--- config.mk ---
export PLATFORM = sky130hd
export DESIGN_NAME = obstacle_field
export DESIGN_NICKNAME = d
export VERILOG_FILES = /design/src/rtl/obstacle_field.sv
export SDC_FILE = /design/constraint.sdc
export NUM_CORES = 1
export LEC_CHECK = 0
export BUFFER_PORTS_ARGS = -buffer_cell sky130_fd_sc_hd__buf_2
export CAP_MARGIN = 20
export CORE_MARGIN = 2
export CORE_UTILIZATION = 50
export DETAILED_ROUTE_END_ITERATION = 6
export PLACE_DENSITY = 0.75
export SYNTH_ARGS = -nofsm -noshare
export SYNTH_HDL_FRONTEND = slang
export SYNTH_SLANG_ARGS = --single-unit
--- constraint.sdc ---
create_clock -name clk -period 4.4 [get_ports clk]
set_input_delay 0.88 -clock clk [delete_from_list [all_inputs] [get_ports clk]]
set_output_delay 0.88 -clock clk [all_outputs]
set_load 0.02 [all_outputs]
--- src/rtl/obstacle_field.sv ---
`default_nettype none
// +------------------------------------------------------------------------+
// | Module      : obstacle_field                                           |
// | Description : Multi-slot obstacle generator for the Dino Run field.    |
// |               Scrolls NUM_OBS obstacles left once per frame_tick,      |
// |               spawns them at LFSR-randomised gaps, ramps the scroll    |
// |               speed over time and freezes the field on collision.      |
// | Revision    : 1.0  initial release                                     |
// +------------------------------------------------------------------------+
module obstacle_field #(
   parameter int          NUM_OBS     = 3,
   parameter int          SCREEN_W    = 640,
   parameter int          GROUND_V    = 400,
   parameter int          TALL_DV     = 24,
   parameter int          MIN_GAP     = 160,
   parameter int          VEL_INIT    = 4,
   parameter int          VEL_MAX     = 16,
   parameter int          RAMP_FRAMES = 600,
   parameter logic [15:0] LFSR_SEED   = 16'hACE1,
   // Reset value of the cleared-obstacle counter; zero in normal use.
   parameter logic [15:0] PASSED_INIT = 16'h0000
) (
   input  logic                    clk,
   input  logic                    rst,
   input  logic                    frame_tick,
   input  logic                    run_en,
   input  logic                    collide,
   output logic [10*NUM_OBS-1:0]   obstacle_h,
   output logic [10*NUM_OBS-1:0]   obstacle_v,
   output logic [NUM_OBS-1:0]      obstacle_active,
   output logic [5:0]              obstacle_hvel,
   output logic                    spawn_pulse,
   output logic [15:0]             passed_cnt,
   output logic                    frozen
);

   localparam int               IDX_W    = (NUM_OBS > 1) ? $clog2(NUM_OBS) : 1;
   localparam int               CNT_W    = (RAMP_FRAMES > 1) ? $clog2(RAMP_FRAMES) : 1;
   localparam logic [9:0]       SPAWN_H  = 10'(SCREEN_W);
   localparam logic [9:0]       SHORT_V  = 10'(GROUND_V);
   localparam logic [9:0]       TALL_V   = 10'(GROUND_V - TALL_DV);
   localparam logic [9:0]       GAP_BASE = 10'(MIN_GAP);
   localparam logic [5:0]       HVEL_RST = 6'(VEL_INIT);
   localparam logic [5:0]       HVEL_TOP = 6'(VEL_MAX);
   localparam logic [CNT_W-1:0] CNT_LAST = CNT_W'(RAMP_FRAMES - 1);

   typedef enum logic [1:0] {
      S_IDLE   = 2'd0,
      S_RUN    = 2'd1,
      S_FROZEN = 2'd2
   } state_t;

   state_t             state_q, state_d;
   logic [9:0]         h_q [NUM_OBS];
   logic [9:0]         h_d [NUM_OBS];
   logic [9:0]         v_q [NUM_OBS];
   logic [9:0]         v_d [NUM_OBS];
   logic [NUM_OBS-1:0] active_q, active_d;
   logic [5:0]         hvel_q, hvel_d;
   logic [15:0]        lfsr_q, lfsr_d;
   logic [9:0]         gap_q, gap_d;
   logic [CNT_W-1:0]   cnt_q, cnt_d;
   logic [15:0]        passed_q, passed_d;
   logic               spawn_q, spawn_d;
   logic               frozen_q, frozen_d;

   // Candidate values for a processed frame tick
   logic [9:0]         h_t [NUM_OBS];
   logic [9:0]         v_t [NUM_OBS];
   logic [NUM_OBS-1:0] act_t;
   logic [5:0]         hvel_t;
   logic [15:0]        lfsr_t;
   logic [9:0]         gap_t;
   logic [CNT_W-1:0]   cnt_t;
   logic [15:0]        passed_t;
   logic [16:0]        passed_sum;
   logic [3:0]         exits;
   logic               free_found;
   logic [IDX_W-1:0]   free_idx;
   logic               spawn_go;
   logic               tick_en;
   logic [9:0]         hvel_ext;

   assign hvel_ext = {4'b0000, hvel_q};

   // Register bank: every output and every piece of game state
   always_ff @(posedge clk) begin
      if (rst) begin
         state_q <= S_IDLE;
         for (int i = 0; i < NUM_OBS; i++) begin
            h_q[i] <= SPAWN_H;
            v_q[i] <= SHORT_V;
         end
         active_q <= '0;
         hvel_q   <= HVEL_RST;
         lfsr_q   <= LFSR_SEED;
         gap_q    <= '0;
         cnt_q    <= '0;
         passed_q <= PASSED_INIT;
         spawn_q  <= 1'b0;
         frozen_q <= 1'b0;
      end else begin
         state_q  <= state_d;
         h_q      <= h_d;
         v_q      <= v_d;
         active_q <= active_d;
         hvel_q   <= hvel_d;
         lfsr_q   <= lfsr_d;
         gap_q    <= gap_d;
         cnt_q    <= cnt_d;
         passed_q <= passed_d;
         spawn_q  <= spawn_d;
         frozen_q <= frozen_d;
      end
   end

   // Game FSM: decides whether the current frame tick is processed
   always_comb begin
      state_d = state_q;
      tick_en = 1'b0;
      case (state_q)
         S_IDLE: begin
            if (run_en) state_d = S_RUN;
         end
         S_RUN: begin
            // Collision wins over a coincident tick, so the field stops unmoved.
            if (collide)       state_d = S_FROZEN;
            else if (!run_en)  state_d = S_IDLE;
            else               tick_en = frame_tick;
         end
         S_FROZEN: begin
            state_d = S_FROZEN;
         end
         default: begin
            state_d = S_IDLE;
         end
      endcase
   end

   // Frame-tick datapath: move, retire, spawn, gap, LFSR and speed ramp
   always_comb begin
      free_found = 1'b0;
      free_idx   = '0;
      exits      = '0;
      act_t      = active_q;
      for (int i = 0; i < NUM_OBS; i++) begin
         h_t[i] = h_q[i];
         v_t[i] = v_q[i];
      end

      // Only slots free before the tick qualify; a slot retiring now must wait.
      for (int i = 0; i < NUM_OBS; i++) begin
         if (!active_q[i] && !free_found) begin
            free_found = 1'b1;
            free_idx   = IDX_W'(i);
         end
      end
      spawn_go = free_found && (gap_q <= hvel_ext);

      for (int i = 0; i < NUM_OBS; i++) begin
         if (active_q[i]) begin
            if (h_q[i] > hvel_ext) begin
               h_t[i] = h_q[i] - hvel_ext;
            end else begin
               act_t[i] = 1'b0;
               h_t[i]   = SPAWN_H;
               exits    = exits + 4'd1;
            end
         end
         if (spawn_go && (free_idx == IDX_W'(i))) begin
            act_t[i] = 1'b1;
            h_t[i]   = SPAWN_H;
            v_t[i]   = lfsr_q[0] ? TALL_V : SHORT_V;
         end
      end

      // A deferred spawn leaves the gap at zero so it retries next tick.
      if (spawn_go)
         gap_t = GAP_BASE + {3'b000, lfsr_q[7:1]};
      else if (gap_q > hvel_ext)
         gap_t = gap_q - hvel_ext;
      else
         gap_t = '0;

      passed_sum = {1'b0, passed_q} + {13'd0, exits};
      passed_t   = passed_sum[16] ? 16'hFFFF : passed_sum[15:0];

      // x^16+x^14+x^13+x^11, right-shifting Fibonacci form
      lfsr_t = {lfsr_q[0] ^ lfsr_q[2] ^ lfsr_q[3] ^ lfsr_q[5], lfsr_q[15:1]};

      if (cnt_q == CNT_LAST) begin
         cnt_t  = '0;
         hvel_t = (hvel_q < HVEL_TOP) ? hvel_q + 6'd1 : hvel_q;
      end else begin
         cnt_t  = cnt_q + 1'b1;
         hvel_t = hvel_q;
      end
   end

   // Next-state select: commit tick results, otherwise hold
   always_comb begin
      h_d      = h_q;
      v_d      = v_q;
      active_d = active_q;
      hvel_d   = hvel_q;
      lfsr_d   = lfsr_q;
      gap_d    = gap_q;
      cnt_d    = cnt_q;
      passed_d = passed_q;
      spawn_d  = 1'b0;
      frozen_d = (state_d == S_FROZEN);
      if (tick_en) begin
         h_d      = h_t;
         v_d      = v_t;
         active_d = act_t;
         hvel_d   = hvel_t;
         lfsr_d   = lfsr_t;
         gap_d    = gap_t;
         cnt_d    = cnt_t;
         passed_d = passed_t;
         spawn_d  = spawn_go;
      end else if (state_q == S_FROZEN) begin
         spawn_d  = spawn_q;
      end
   end

   generate
      for (genvar g = 0; g < NUM_OBS; g++) begin : g_slot_out
         assign obstacle_h[10*g +: 10] = h_q[g];
         assign obstacle_v[10*g +: 10] = v_q[g];
      end
   endgenerate

   assign obstacle_active = active_q;
   assign obstacle_hvel   = hvel_q;
   assign spawn_pulse     = spawn_q;
   assign passed_cnt      = passed_q;
   assign frozen          = frozen_q;

endmodule
`default_nettype wire

==> impl_metrics.toml <==
[status]
outcome = "finished, final reports clean"

[worst_hold_path]
hold_class = "flop to flop"
min_to = "lfsr_q[12]$_SDFFE_PP0P_"
worstHoldStart = "lfsr_q[12]$_SDFFE_PP0P_"
holdPathStages = 2

[sta]
drv_slew = 0
fmax_mhz = 238
period_share_pct = 95.5
finalCriticalPeriod_ns = 4.20
skew_ns = 0.00495
setup_viol = 0
tightestPinTransition_ns = 0.802
max_slew_margin_pct = 46.5
setup_slack_ns = 0.196
hold_violations = 0

[placed_design]
place_ws_ns = -0.0807
placed_cell_area_um2 = 6090
port_buffers = 73
place_congestion = 0.876
placed_cells = 848
dpl.hpwl_um = 9730

[setup_path]
r2r_start = "obstacle_hvel[2]$_SDFFE_PP1P_"
worstSetupPathType = "flop to flop"
start_kind = "flop"
setup.worst_path.end_class = "flop"
cpMaxStageDelayCell = "ha_1"
crit_top_cell = "ha_1"
path_cells = "inv_1 > ha_1 > nor2b_1 > o31ai_2 > a21oi_2 > a211oi_2 > ha_1 > a22o_1 > ha_1 > mux2_2 > ha_1 > a21o_1 > a21oi_2 > nor3_2 > and3_1 > and3_1 > nor3_1"
path_buf_inv = 1
crit_arrival_ns = 4.47
reg2reg_to = "passed_cnt[13]$_SDFFE_PP0P_"
cpPeakStageDelay_ns = 0.35
worst_r2r_path_depth = 17
crit_family = "compound AO/OA/AOI/OAI gates"
cp_data_required_time_ns = 4.67
worstPathMaxFanout = 5
rrSetupSlack_ns = 0.20

[synth]
synth-async-reset-ratio_pct = 0
yosys_warnings = 0
ys.flop_type = "dfxtp_1"
yosysTopAreaCell = "dfxtp_1"
netlist_top_cells_count = "101 x dfxtp_1, 65 x nor2_1, 49 x a21oi_1, 49 x nand2_1"
ys_ff_latch = 101
syn_avg_cell_area_um2 = 8.67
netlist_area_um2 = 5690
synth_cells = 657
ys_top_cells_by_area = "dfxtp_1 36%, ha_1 7.0%, a21oi_1 4.3%"
yosys.area.top_type_share_pct = 35.5
synth_edf_count = 0
synthDistinctLibCells = 70
seq_area_frac_synth_pct = 35.5
synth.most_common_cell = "dfxtp_1"

[floorplan]
start_util_pct = 51.8
die-area_um2 = 12300
rows = 38
ios = 92
die_w_um = 111
core_region_area_um2 = 11000
die_y_um = 111

[power_and_ir_drop]
seq_power_share_pct = 52.1
leakage_nw = 2.75
p_sw_uw = 421
power.internal_mw = 1.37
ir_drop_mv = 0.164
switching_share_pct = 23.6
finalPower_mw = 1.79
pwr-share-clk_pct = 42.1
pwr-share-comb_pct = 5.8
power_density_nw_per_um2 = 278

[detailed_routing]
drt-met1-wl_um = 5800
wl_met3_um = 660
dr.pass1.iters = 5
met2WireLength_um = 6450
antenna_left = 0
drt_iter0_markers = 345
viasPerCell = 5.70
dr_total_vias = 4939
drc_errors = 0
wl_per_cell_um = 15.3
finalWirelength_um = 13200
top_layer_used = "met4"

[layout]
fin_cells = 866
drive_gt1_share_pct = 18.2
area_growth_pct = 13.0
utilization_pct = 58.6
nNetsFinal = 764
final_cell_area_um2 = 6430
antennaDiodeCount = 0

[cts]
insertion_delay_ns = 0.35
numCtsBuffers = 9
clk_path_buf_depth = 2
cts_hold_buf = 0
clock_sinks = 101
clk_pin_slew_ns = 0.07
cts_root_buffer = "clkbuf_16"
cts_tree = "built"
cts.htree.levels = 3

[global_route]
grt_pass1_wl_um = 22200
grt_pass1_vias = 4788
grt_util_all_layers_pct = 21.6
grt_max_degree = 40
antenna_found_initial = 0
grt_overflow = 0

[flow_run]
cap_violations = 0
placed cells by master, fill, tap and decap left out, types with 12 or more instances in the layout:
cell,instances
a21oi_1,45
nor2_1,65
ha_1,32
xor2_1,17
inv_1,31
o21ai_0,17
conb_1,18
buf_4,14
nor3_1,14
nand2_1,49
dfxtp_1,101
and3_1,12
nand3_1,21
buf_2,73
xnor2_1,18
sequential cells by signal (all words and copies together), names as in the netlist:
signal,flops
cnt_q,10
frozen,1
gap_q,10
lfsr_q,16
obstacle_active,3
obstacle_h,30
obstacle_hvel,6
obstacle_v,6
passed_cnt,16
spawn_pulse,1
state_q,2
metal layers:
layer	up-vias	global-route usage (%)
li1	2441	-
met1	2336	26.7
met2	136	36.5
met3	26	3.99
met4	0	9.83
met5	-	0
cells by family (layout without fill, tap and decap cells):
logic type	after synthesis	after routing	synth area share [%]
simple gates	227	227	20.5
compound gates	164	164	20.8
flops	101	101	35.5
buf+inv	82	135	7.27
fa+ha+maj	37	37	8.79
xor+xnor	35	35	5.38
mux	9	9	1.60
other cells	2	18	0.132
per-stage QoR:
stage / setup TNS, ns / hold slack (ns)
floorplan: 0 / 0.432
global placement: 0 / 0.440
detailed placement: -0.246 / 0.450
CTS: 0 / 0.460
global route: -0.533 / 0.474
finish: 0 / 0.461
power by group through the flow:
stage          logic (mW)  registers, mW  clock network (mW)
2_1_floorplan      0.0908          0.953                   0
3_3_place_gp        0.100          0.950                   0
3_5_place_dp        0.102          0.951                   0
4_1_cts             0.103          0.930               0.766
5_1_grt             0.114          0.931               0.801
6_report            0.104          0.930               0.752
timing repair:
action,in CTS,in global routing
buffers inserted,0,3
resized for setup,2,9
pin swaps,0,5
setup endpoints to repair,10,16
cloned,0,0
cell type report:
class                   count  area [µm²]
clock buffers              12         256
clock inverters             3        21.3
fillers                   975        4550
inverters                  33         124
multi-input cells         490        3360
flip-flops and latches    101        2020
well taps                 140         175
repair buffers             87         470
worst register-to-register path, stage by stage (launching register included):
cell and delay [ns]:
dfxtp_1 0.33, inv_1 0.10, ha_1 0.35, nor2b_1 0.18
o31ai_2 0.31, a21oi_2 0.12, a211oi_2 0.32, ha_1 0.29
a22o_1 0.27, ha_1 0.27, mux2_2 0.28, ha_1 0.28
a21o_1 0.19, a21oi_2 0.19, nor3_2 0.10, and3_1 0.21
and3_1 0.18, nor3_1 0.16
worst max-delay path by stage:
stage	endpoint	slack, ns	depth (start not counted)	from
after CTS	passed_cnt[11]$_SDFFE_PP0P_	0.06	18	obstacle_hvel[2]$_SDFFE_PP1P_
after detailed placement	passed_cnt[13]$_SDFFE_PP0P_	-0.08	17	obstacle_hvel[2]$_SDFFE_PP1P_
after global routing	passed_cnt[13]$_SDFFE_PP0P_	-0.09	17	obstacle_hvel[2]$_SDFFE_PP1P_
after floorplan	passed_cnt[13]$_SDFFE_PP0P_	0.07	18	obstacle_hvel[2]$_SDFFE_PP1P_
final	passed_cnt[13]$_SDFFE_PP0P_	0.20	17	obstacle_hvel[2]$_SDFFE_PP1P_
after global placement	passed_cnt[13]$_SDFFE_PP0P_	0.01	17	obstacle_hvel[2]$_SDFFE_PP1P_
Power figures use the tool's default switching activity.
